===== src/rtl/ts_packet_scheduler.sv =====
// Round-robin scheduler for four per-tuner TS packet buffers, with optional null-packet stuffing.
// Emits one registered byte stream (valid/sync) toward the output FIFO.
module ts_packet_scheduler #(
  parameter int unsigned PKT_LEN = 188,
  parameter int unsigned SRC_LAT = 2,
  parameter int unsigned GAP     = 2
) (
  input  logic        SYS_CLK,
  input  logic        RST,
  input  logic [3:0]  GOT_FULL_PACKET,
  input  logic [7:0]  DATA_IN_0,
  input  logic [7:0]  DATA_IN_1,
  input  logic [7:0]  DATA_IN_2,
  input  logic [7:0]  DATA_IN_3,
  input  logic [3:0]  CH_ENABLE,
  input  logic        NULL_EN,
  output logic [3:0]  GIVE_ME_ONE_PACKET,
  output logic [7:0]  DATA_OUT,
  output logic        D_VALID_OUT,
  output logic        P_SYNC_OUT,
  output logic [1:0]  CUR_CH,
  output logic        NULL_ACTIVE,
  output logic [15:0] PKT_CNT
);

  localparam logic [7:0] PKT_LAST  = 8'(PKT_LEN - 1);
  localparam logic [7:0] WAIT_LAST = 8'((SRC_LAT >= 2) ? SRC_LAT - 2 : 0);
  localparam logic [7:0] GAP_LAST  = 8'((GAP >= 1) ? GAP - 1 : 0);
  localparam bit         HAS_WAIT  = (SRC_LAT >= 2);
  localparam bit         HAS_GAP   = (GAP >= 1);

  typedef enum logic [2:0] {
    S_IDLE  = 3'd0,
    S_REQ   = 3'd1,
    S_WAIT  = 3'd2,
    S_XFER  = 3'd3,
    S_NULL  = 3'd4,
    S_GAP   = 3'd5
  } state_t;

  state_t      state_q, state_d;
  logic [7:0]  cnt_q, cnt_d;
  logic [1:0]  ptr_q, ptr_d;
  logic [1:0]  ch_q, ch_d;
  logic [3:0]  give_q, give_d;
  logic [7:0]  data_q, data_d;
  logic        valid_q, valid_d;
  logic        sync_q, sync_d;
  logic        null_q, null_d;
  logic [15:0] pcnt_q, pcnt_d;

  logic [3:0]  elig;
  logic        found;
  logic [1:0]  pick;
  logic [1:0]  idx;
  logic [7:0]  src_byte;
  logic [7:0]  null_byte;

  // Round-robin search: smallest offset from the pointer wins.
  always_comb begin
    elig  = GOT_FULL_PACKET & CH_ENABLE;
    found = 1'b0;
    pick  = ptr_q;
    idx   = 2'd0;
    for (int i = 3; i >= 0; i--) begin
      idx = ptr_q + 2'(i);
      if (elig[idx]) begin
        found = 1'b1;
        pick  = idx;
      end
    end
  end

  always_comb begin
    src_byte = DATA_IN_0;
    case (ch_q)
      2'd0:    src_byte = DATA_IN_0;
      2'd1:    src_byte = DATA_IN_1;
      2'd2:    src_byte = DATA_IN_2;
      default: src_byte = DATA_IN_3;
    endcase
  end

  // Null packet: PID 0x1FFF header, payload all 0xFF.
  always_comb begin
    null_byte = 8'hFF;
    case (cnt_q)
      8'd0:    null_byte = 8'h47;
      8'd1:    null_byte = 8'h1F;
      8'd3:    null_byte = 8'h10;
      default: null_byte = 8'hFF;
    endcase
  end

  always_comb begin
    state_d = state_q;
    cnt_d   = cnt_q;
    ptr_d   = ptr_q;
    ch_d    = ch_q;
    give_d  = 4'd0;
    data_d  = data_q;
    valid_d = 1'b0;
    sync_d  = 1'b0;
    null_d  = 1'b0;
    pcnt_d  = pcnt_q;
    unique case (state_q)
      S_IDLE: begin
        cnt_d = 8'd0;
        if (found) begin
          ch_d    = pick;
          give_d  = 4'b0001 << pick;
          state_d = S_REQ;
        end else if (NULL_EN) begin
          state_d = S_NULL;
        end
      end
      S_REQ: begin
        ptr_d   = ch_q + 2'd1;
        cnt_d   = 8'd0;
        state_d = HAS_WAIT ? S_WAIT : S_XFER;
      end
      S_WAIT: begin
        if (cnt_q == WAIT_LAST) begin
          cnt_d   = 8'd0;
          state_d = S_XFER;
        end else begin
          cnt_d = cnt_q + 8'd1;
        end
      end
      S_XFER, S_NULL: begin
        data_d  = (state_q == S_NULL) ? null_byte : src_byte;
        valid_d = 1'b1;
        sync_d  = (cnt_q == 8'd0);
        null_d  = (state_q == S_NULL);
        if (cnt_q == PKT_LAST) begin
          cnt_d   = 8'd0;
          pcnt_d  = pcnt_q + 16'd1;
          state_d = HAS_GAP ? S_GAP : S_IDLE;
        end else begin
          cnt_d = cnt_q + 8'd1;
        end
      end
      S_GAP: begin
        if (cnt_q == GAP_LAST) begin
          cnt_d   = 8'd0;
          state_d = S_IDLE;
        end else begin
          cnt_d = cnt_q + 8'd1;
        end
      end
      default: begin
        cnt_d   = 8'd0;
        state_d = S_IDLE;
      end
    endcase
  end

  always_ff @(posedge SYS_CLK or negedge RST) begin
    if (!RST) begin
      state_q <= S_IDLE;
      cnt_q   <= 8'd0;
      ptr_q   <= 2'd0;
      ch_q    <= 2'd0;
      give_q  <= 4'd0;
      data_q  <= 8'd0;
      valid_q <= 1'b0;
      sync_q  <= 1'b0;
      null_q  <= 1'b0;
      pcnt_q  <= 16'd0;
    end else begin
      state_q <= state_d;
      cnt_q   <= cnt_d;
      ptr_q   <= ptr_d;
      ch_q    <= ch_d;
      give_q  <= give_d;
      data_q  <= data_d;
      valid_q <= valid_d;
      sync_q  <= sync_d;
      null_q  <= null_d;
      pcnt_q  <= pcnt_d;
    end
  end

  assign GIVE_ME_ONE_PACKET = give_q;
  assign DATA_OUT           = data_q;
  assign D_VALID_OUT        = valid_q;
  assign P_SYNC_OUT         = sync_q;
  assign CUR_CH             = ch_q;
  assign NULL_ACTIVE        = null_q;
  assign PKT_CNT            = pcnt_q;

endmodule

===== config.mk =====
export PLATFORM = sky130hd
export DESIGN_NAME = ts_packet_scheduler
export DESIGN_NICKNAME = d
export VERILOG_FILES = /design/src/rtl/ts_packet_scheduler.sv
export SDC_FILE = /design/constraint.sdc
export NUM_CORES = 1
export LEC_CHECK = 0
export CAP_MARGIN = 40
export CORE_MARGIN = 2
export CORE_UTILIZATION = 40
export CTS_BUF_LIST = sky130_fd_sc_hd__clkbuf_8 sky130_fd_sc_hd__clkbuf_16
export CTS_CLUSTER_DIAMETER = 40
export DETAILED_ROUTE_END_ITERATION = 12
export PLACE_DENSITY = 0.77
export SLEW_MARGIN = 5
export SYNTH_ARGS = -nofsm -noshare
export SYNTH_HDL_FRONTEND = slang
export SYNTH_SLANG_ARGS = --single-unit

===== constraint.sdc =====
create_clock -name SYS_CLK -period 2.1 [get_ports SYS_CLK]
set_clock_uncertainty 0.1 [all_clocks]
set_input_delay 0.315 -clock SYS_CLK [delete_from_list [all_inputs] [get_ports SYS_CLK]]
set_output_delay 0.315 -clock SYS_CLK [all_outputs]
set_load 0.03 [all_outputs]

==> results_dict.tcl, run 1 <==
set metrics [dict create \
    postRouteAntennaNets 0 \
    layout-drive-gt1-share 0.113 \
    p_leak_nw 1.55 \
    htreeDepth 2 \
    crit_path_cell_trace "nor4_4 -> nand3_1 -> a32o_1 -> a311o_1 -> mux2_4" \
    gp_congestion 0.783 \
    grt_max_degree 25 \
    clk_pin_slew_worst_paths_ps 90 \
    num_vias 2236 \
    rsz0062_at_grt "false" \
    cts_tree "yes" \
    worst_path_largest_cell_delay_ps 460 \
    grt_pass1_wl_um 9850 \
    arrival_ps 2090 \
    p_clk_frac 0.177 \
    finalSetupViolations 0 \
    p_sw_frac 0.391 \
    p_sw_mw 1.46 \
    wl_met2_um 2970 \
    overflow 0 \
    first_pass_iters 4 \
    hold_depth 1 \
    avgSynthCellArea_um2 9.90 \
    initial_core_util 0.415 \
    numCtsBuffers 5 \
    cts_buffer_depth 2 \
    wl_per_cell_um 14.1 \
    power.internal_mw 2.27 \
    antenna_found_initial 0 \
    power_mw 3.73 \
    viasPerCell 5.34 \
    die_height_um 82.3 \
    crit_path_top_delay_cell "dfrtp_2" \
    num_rows 28 \
    p_seq_frac 0.325 \
    nNetsFinal 395 \
    wl_um 5900 \
    syn_to_final_growth_pct 44.9 \
    hpwl_um 4540 \
    postSynth.asyncResetShare 1.00 \
    syn_area_um2 2450 \
    vdd_drop_max_uv 589 \
    die_x_um 82.3 \
    reg2reg_depth 5 \
    crit_type "reg2reg" \
    grtUsageTotal 0.185 \
    tightest_slew_ps 532 \
    end_kind "register" \
    status "completed" \
    timing_hold_violations_final 0 \
    synth_enable_flop_cells 0 \
    fin_crit_sh 0.956 \
    min-delay-path-class "reg2reg" \
    synth_seq_cells 46 \
    maxUsedRoutingLayer "met4" \
    max_freq_mhz 498 \
    drc_errors 0 \
    fin_crit_ps 2010 \
    drv_slew 0 \
    final.setup.tns_ps 0 \
    grt_pass1_vias 2256 \
    powerDensity_nw_per_um2 1050 \
    ys_seq_area_frac 0.469 \
    critPathRequiredTime_ps 2180 \
    worstSkewPairLatency_ps 290 \
    ys.flop_type "dfrtp_1" \
    yosys_warnings 0 \
    port_buffers 75 \
    rrSetupSlack_ps 90 \
    drt_iter0_markers 131 \
    wl_met1_um 2670 \
    ys_types 48 \
    cts-root-buf "clkbuf_8" \
    synth_nets 300 \
    slew_headroom 0.645 \
    io_pins 76 \
    crit_fanout 4 \
    syn-instance-count 248 \
    cp-start-kind "register" \
    dieArea_um2 6780 \
    clock-sinks 46 \
    cap_violations 0 \
    dr_wl_met3_um 218 \
    fillers 500 \
    diodes 0 \
    pwr-share-comb 0.498 \
    core_um2 5920 \
]
[stage by stage]
stage / utilization / cell area (um^2) / setup slack (ps) / instances / hold WS, ps
floorplan: - / 2450 / 76.5 / 248 / -80.6
global placement: 0.577 / 3410 / 33.1 / 409 / 221
detailed placement: 0.577 / 3410 / 3.63 / 409 / 227
CTS: 0.597 / 3540 / 71.1 / 418 / 398
global route: 0.601 / 3560 / 2.80 / 419 / 410
finish: 0.601 / 3560 / 91.7 / 419 / 387
[final timing paths]
| path | from | to |
|---|---|---|
| max | cnt_q[7]$_DFF_PN0_ | state_q[0]$_DFFE_PN0P_ |
| min | PKT_CNT[15]$_DFFE_PN0P_ | PKT_CNT[15]$_DFFE_PN0P_ |
| max reg2reg | cnt_q[7]$_DFF_PN0_ | state_q[0]$_DFFE_PN0P_ |
| min reg2reg | PKT_CNT[15]$_DFFE_PN0P_ | PKT_CNT[15]$_DFFE_PN0P_ |
| max in group asynchronous | RST | cnt_q[7]$_DFF_PN0_ |
| min in group asynchronous | RST | DATA_OUT[3]$_DFFE_PN0P_ |
[cell usage after synthesis (2+ instances only)]
library cell,count,share of area
mux2_2,2,0.0092
nor3_1,3,0.0061
o21a_1,2,0.0061
nand3b_1,2,0.0061
xnor2_1,16,0.057
inv_1,11,0.017
nand2_1,16,0.024
mux2i_1,3,0.012
o21ai_0,10,0.020
nor2_1,27,0.041
o31ai_1,3,0.0092
clkbuf_1,7,0.011
a222oi_1,8,0.033
nand3_1,13,0.027
xor2_1,5,0.018
and2_1,4,0.010
and3_1,7,0.018
nor3b_1,2,0.0061
o211ai_1,2,0.0061
a22oi_1,3,0.0092
dfrtp_1,46,0.47
ha_1,9,0.046
a21oi_1,11,0.022
nor2b_1,2,0.0051
o22a_1,3,0.011
nand4_1,9,0.023
[worst max-delay path: cells and delay by family, from the launching register on]
kind               cells  cell delay (ps)
muxes                  1              300
DFF                    1              460
AOI/OAI and AO/OA      2              590
and+or+nand+nor        2              430
[power groups by stage]
stage | Sequential, mW | Clock, mW | Combinational (mW)
2_1_floorplan | 1.42 | 0 | 0.961
3_3_place_gp | 1.21 | 0 | 1.80
3_5_place_dp | 1.22 | 0 | 1.84
4_1_cts | 1.21 | 0.672 | 1.85
5_1_grt | 1.24 | 0.713 | 2.04
6_report | 1.21 | 0.659 | 1.86
[layout make-up]
| class | count | area, um^2 | area share |
|---|---|---|---|
| Multi-Input combinational cell | 181 | 1230 | 0.345 |
| Timing Repair Buffer | 97 | 926 | 0.260 |
| Clock inverter | 3 | 43.8 | 0.0123 |
| Inverter | 12 | 45.0 | 0.0127 |
| Clock buffer | 5 | 68.8 | 0.0193 |
| Tap cell | 75 | 93.8 | 0.0264 |
| Sequential cell | 46 | 1150 | 0.324 |
[registers in the layout, summed over array words and instances (netlist names)]
name / flops
state_q: 3
P_SYNC_OUT: 1
GIVE_ME_ONE_PACKET: 4
NULL_ACTIVE: 1
DATA_OUT: 8
CUR_CH: 2
ptr_q: 2
D_VALID_OUT: 1
cnt_q: 8
PKT_CNT: 16
[placed cells by master (no fill, tap or decap), types with 7 or more instances in the layout]
cell type / instances
xnor2_1: 16
and3_1: 7
nor2_1: 26
buf_4: 20
o21ai_0: 10
dfrtp_1: 45
ha_1: 9
clkdlybuf4s50_1: 74
inv_1: 11
nand4_1: 9
nand3_1: 13
a21oi_1: 11
a222oi_1: 8
nand2_1: 16
[routing by layer]
metal	global-route usage	up-vias
li1	-	1094
met1	0.226	1083
met2	0.336	55
met3	0.0304	4
met4	0.0483	0
met5	0	-
[timing repair]
item | CTS | global route
setup buffers | 0 | 1
gates resized for setup | 0 | 3
endpoints found under the hold margin | 22 | 0
hold buffers | 1 | 0
endpoints found under the setup margin | 0 | 2
[cells by family after synthesis]
family                   after synthesis  share of synthesized area
XOR/XNOR                              21                     0.0749
AO/OA/AOI/OAI                         54                      0.157
flip-flops                            46                      0.469
buffers and inverters                 21                     0.0357
multiplexers                           6                     0.0275
AND/OR/NAND/NOR                       91                      0.190
adder cells (fa/ha/maj)                9                     0.0459
Power figures use the tool's default switching activity.
==> run 2: changes to the inputs <==
PLACE_DENSITY = 0.74   (was 0.77)
clock period = 1.9 ns   (was 2.1 ns; I/O delays follow)
==> run 2 against run 1 <==
Sequential share of layout area down 2.0 points. Count of clock-buffer cells in the layout is the same. Die area unchanged. Largest power group unchanged. The run now ends with setup timing left. Combinational power up 18%. Clock power up 10%.
==> results_dict.tcl, run 2 (synthesis results as in run 1) <==
set metrics [dict create \
    worst_path_largest_cell_delay_ps 390 \
    rrSetupSlack_ps -110 \
    fin_crit_ps 2010 \
    clock-sinks 46 \
    layout-drive-gt1-share 0.199 \
    initial_core_util 0.415 \
    cts_buffer_depth 2 \
    tightest_slew_ps 566 \
    violations "setup timing" \
    fillers 453 \
    clk_pin_slew_worst_paths_ps 90 \
    powerDensity_nw_per_um2 1130 \
    hold_slack_ps 386 \
    crit_path_top_delay_cell "dfrtp_1" \
    syn_to_final_growth_pct 54.4 \
    min-delay-path-class "reg2reg" \
    htreeDepth 2 \
    reg2reg_depth 6 \
    die_height_um 82.3 \
    worstSkewPairLatency_ps 300 \
    grtUsageTotal 0.185 \
    num_vias 2356 \
    end_kind "register" \
    first_pass_iters 6 \
    seq_area_um2 1150 \
    p_leak_nw 1.69 \
    core_um2 5920 \
    cts_tree "yes" \
    final.setup.tns_ps -207 \
    arrival_ps 2100 \
    hpwl_um 4620 \
    status "finished, violations left" \
    io_pins 76 \
    final_cell_mix "74 x clkdlybuf4s50_1, 45 x dfrtp_1, 31 x buf_4" \
    multi_input_area_um2 1310 \
    nNetsFinal 412 \
    num_rows 28 \
    cp-start-kind "register" \
    fin_ws_ps -108 \
    cap_violations 0 \
    postRouteAntennaNets 0 \
    antenna_found_initial 0 \
    slew_headroom 0.622 \
    port_buffers 75 \
    crit_type "reg2reg" \
    grt_pass1_vias 2193 \
    die_x_um 82.3 \
    gp_congestion 0.863 \
    crit_fanout 2 \
    largest_reg_flops 16 \
    hold_depth 1 \
    finalSetupViolations 7 \
    min_from "PKT_CNT[15]$_DFFE_PN0P_" \
    wl_um 6160 \
    numCtsBuffers 5 \
    drc_errors 0 \
    final_common_cell "clkdlybuf4s50_1" \
    grt_max_degree 25 \
    fin_crit_sh 1.06 \
    critPathRequiredTime_ps 1990 \
    grt_pass1_wl_um 9780 \
    reg2reg_to "state_q[0]$_DFFE_PN0P_" \
    crit_path_cell_trace "buf_6 -> nor4_4 -> nand3_1 -> a32o_2 -> a311o_1 -> mux2_4" \
    drv_slew 0 \
    cts-root-buf "clkbuf_8" \
    wl_per_cell_um 14.1 \
    vdd_drop_max_uv 712 \
    diodes 0 \
    dieArea_um2 6780 \
    rsz0062_at_grt "true" \
    holdPathEnd "PKT_CNT[15]$_DFFE_PN0P_" \
    max_freq_mhz 498 \
    timing_hold_violations_final 0 \
    viasPerCell 5.40 \
    drt_iter0_markers 111 \
    reg2reg_from "cnt_q[4]$_DFF_PN0_" \
    overflow 0 \
]
## run 2: how the worst max path moves through the flow
stage                                       from                      to  slack, ps  depth (start not counted)
after global routing          cnt_q[4]$_DFF_PN0_  state_q[0]$_DFFE_PN0P_       -170                          7
after detailed placement      GOT_FULL_PACKET[3]  state_q[0]$_DFFE_PN0P_       -150                          6
final                         cnt_q[4]$_DFF_PN0_  state_q[0]$_DFFE_PN0P_       -110                          6
after global placement        GOT_FULL_PACKET[3]  state_q[0]$_DFFE_PN0P_       -140                          6
after floorplan           state_q[2]$_DFFE_PN0P_  state_q[0]$_DFFE_PN0P_        -80                          7
after CTS                     cnt_q[3]$_DFF_PN0_  state_q[0]$_DFFE_PN0P_        -90                          5
## run 2: critical path, delay by kind of cell (launching register included)
kind	cells	cell delay, ps
multiplexers	1	300
AO/OA/AOI/OAI	2	620
AND/OR/NAND/NOR	2	370
flip-flops	1	390
buffers and inverters	1	120
## run 2: what timing repair did
action,CTS,global route
endpoints found under the hold margin,23,0
setup endpoints to repair,10,30
hold buffers,1,0
buffers inserted,2,5
gates resized for setup,5,23
pin swaps,6,9
## run 2: final cells by class
cell class                 count  share of cell area
inverter                      12              0.0119
timing repair buffer         114               0.284
clock buffer                   5              0.0182
multi-input combinational    181               0.346
tap                           75              0.0248
clock inverter                 3              0.0116
sequential                    46               0.304
## run 2: routing by layer
layer / up-vias / part of all wire / wire, um / track usage
met2: 69 / 0.51 / 3170 / 0.328
met1: 1151 / 0.43 / 2620 / 0.223
li1: 1128 / - / - / -
met3: 8 / 0.045 / 280 / 0.0293
met4: 0 / 0.015 / 93 / 0.0733
met5: - / 0 / 0 / 0
## run 2: where the power goes
| group | switching [mW] | internal [mW] |
|---|---|---|
| Clock | 0.334 | 0.394 |
| Combinational | 1.16 | 1.03 |
| Sequential | 0.167 | 1.18 |
| Total | 1.66 | 2.61 |
## run 2: stage by stage
stage | area (um^2) | worst slack, ps | power (mW) | util | cells
global placement | 3500 | -137 | 3.40 | 0.591 | 420
detailed placement | 3500 | -153 | 3.46 | 0.591 | 420
floorplan | 2460 | -82.0 | 2.64 | - | 248
finish | 3790 | -108 | 4.27 | 0.640 | 436
global route | 3790 | -171 | 4.56 | 0.640 | 436
CTS | 3660 | -90.3 | 4.21 | 0.618 | 431
==> run 3: changes to the inputs <==
CORE_ASPECT_RATIO = 0.9   (was not set)
SETUP_SLACK_MARGIN = 0.05   (was not set)
==> run 3 against run 2 <==
The flow still finishes with violations (setup timing). First-iteration DRC count increased by 19%. Combinational power increased by 6%. Die area about the same. Routed wire length increased by 5.3%. Utilization decreased by 1.6 points. Sequential share of layout area increased by 0.35 points. Via count decreased by 2.8%. Critical path depth decreased by 1. Critical path type unchanged.
==> results_dict.tcl, run 3 (synthesis results as in run 1) <==
set metrics [dict create \
    timing_hold_violations_final 0 \
    reg2reg_from "cnt_q[5]$_DFF_PN0_" \
    diodes 0 \
    num_rows 27 \
    hpwl_um 4910 \
    tightest_slew_ps 571 \
    clock-sinks 46 \
    final_common_cell "clkdlybuf4s50_1" \
    num_vias 2291 \
    hold_depth 1 \
    p_leak_nw 1.70 \
    drc_errors 0 \
    drt_iter0_markers 132 \
    cp-start-kind "register" \
    reg2reg_depth 5 \
    crit_fanout 3 \
    finalSetupViolations 9 \
    cap_violations 0 \
    die_height_um 78.3 \
    fillers 499 \
    max_freq_mhz 518 \
    pwr-share-comb 0.527 \
    arrival_ps 2020 \
    crit_type "reg2reg" \
    layout-drive-gt1-share 0.196 \
    cts_buffer_depth 2 \
    io_pins 76 \
    syn_to_final_growth_pct 52.8 \
    fin_crit_ps 1930 \
    cts-root-buf "clkbuf_8" \
    worstSkewPairLatency_ps 300 \
    grtUsageTotal 0.193 \
    p_sw_mw 1.75 \
    gp_congestion 0.810 \
    largest_reg_flops 16 \
    wl_um 6490 \
    final_cell_mix "71 x clkdlybuf4s50_1, 44 x dfrtp_1, 28 x buf_4" \
    p_sw_frac 0.396 \
    grt_pass1_wl_um 10300 \
    core_um2 6010 \
    p_seq_frac 0.306 \
    viasPerCell 5.34 \
    status "finished, violations left" \
    cts_tree "yes" \
    overflow 0 \
    wl_per_cell_um 15.1 \
    antenna_found_initial 0 \
    post-route-util 0.624 \
    rsz0062_at_grt "true" \
    fin_ws_ps -32.0 \
    min-delay-path-class "reg2reg" \
    first_pass_iters 4 \
    numCtsBuffers 5 \
    critPathRequiredTime_ps 1990 \
    holdPathEnd "PKT_CNT[15]$_DFFE_PN0P_" \
    dieArea_um2 6780 \
    nNetsFinal 408 \
    slew_headroom 0.619 \
    powerDensity_nw_per_um2 1180 \
    initial_core_util 0.408 \
    htreeDepth 2 \
    pre_cts_ws_ps -179 \
    power.internal_mw 2.67 \
    p_clk_frac 0.167 \
    vdd_drop_max_uv 527 \
    postRouteAntennaNets 0 \
    port_buffers 75 \
    reg2reg_to "state_q[0]$_DFFE_PN0P_" \
    end_kind "register" \
    grt_max_degree 47 \
    rrSetupSlack_ps -30 \
    fin_crit_sh 1.02 \
    min_from "PKT_CNT[15]$_DFFE_PN0P_" \
    drv_slew 0 \
    die_x_um 86.6 \
    clk_pin_slew_worst_paths_ps 90 \
    violations "setup timing" \
    grt_pass1_vias 2192 \
]
[run 3: cell count changes in the layout (fill, tap and decap cells not counted), sizes merged]
cell / before / now
buf: 39 / 35
clkdlybuf4s50: 74 / 71
dlymetal6s2s: 0 / 3
[run 3: area by class of cell]
type | instances | area [um^2] | share of cell area
flip-flops and latches | 46 | 1150 | 0.308
clock inverters | 3 | 43.8 | 0.0117
multi-input cells | 181 | 1310 | 0.349
inverters | 12 | 45.0 | 0.0120
clock buffers | 5 | 68.8 | 0.0183
repair buffers | 110 | 1040 | 0.278
well taps | 72 | 90.1 | 0.0240
[run 3: worst max-delay path, cell delays in order (launching register included)]
cell     delay, ps
dfrtp_1        410
nor4_4         310
nand3_1        110
a32o_2         280
a311o_1        300
mux2_4         300
[run 3: metrics by stage]
stage          power (mW)  instance area (um^2)  hold slack (ps)  TNS, ps  instances
2_1_floorplan        2.65                  2460             -111    -80.6        248
6_report             4.43                  3750              373     -100        429
3_3_place_gp         3.44                  3480              306     -140        416
5_1_grt              4.71                  3750              386    -1010        429
3_5_place_dp         3.50                  3480              306     -190        416
4_1_cts              4.26                  3620              388    -37.0        425
[run 3: worst max path at each step]
stage	cells after the start	end	slack, ps	startpoint
finish	5	state_q[0]$_DFFE_PN0P_	-30	cnt_q[5]$_DFF_PN0_
global route	6	state_q[0]$_DFFE_PN0P_	-120	cnt_q[3]$_DFF_PN0_
CTS	5	state_q[0]$_DFFE_PN0P_	-40	cnt_q[5]$_DFF_PN0_
detailed placement	6	state_q[0]$_DFFE_PN0P_	-180	GOT_FULL_PACKET[3]
global placement	6	state_q[0]$_DFFE_PN0P_	-140	GOT_FULL_PACKET[3]
floorplan	7	state_q[0]$_DFFE_PN0P_	-80	state_q[2]$_DFFE_PN0P_
[run 3: power groups by stage]
stage | Sequential (mW) | Combinational (mW) | Clock, mW
finish | 1.35 | 2.33 | 0.739
floorplan | 1.58 | 1.07 | 0
detailed placement | 1.36 | 2.15 | 0
global placement | 1.35 | 2.10 | 0
CTS | 1.34 | 2.17 | 0.751
global route | 1.38 | 2.54 | 0.795
[run 3: routing by layer]
metal,track usage,up-vias,part of all wire
met5,0,-,0
met4,0.0453,0,0.0099
met3,0.0463,7,0.057
met2,0.338,58,0.50
met1,0.239,1107,0.43
li1,-,1119,-
[run 3: what timing repair did]
action	CTS	global route
endpoints found under the hold margin	46	0
buffers inserted	0	3
resized for setup	3	30
setup endpoints to repair	2	33
pin swaps	1	8
hold buffers	1	0
gates cloned	0	1
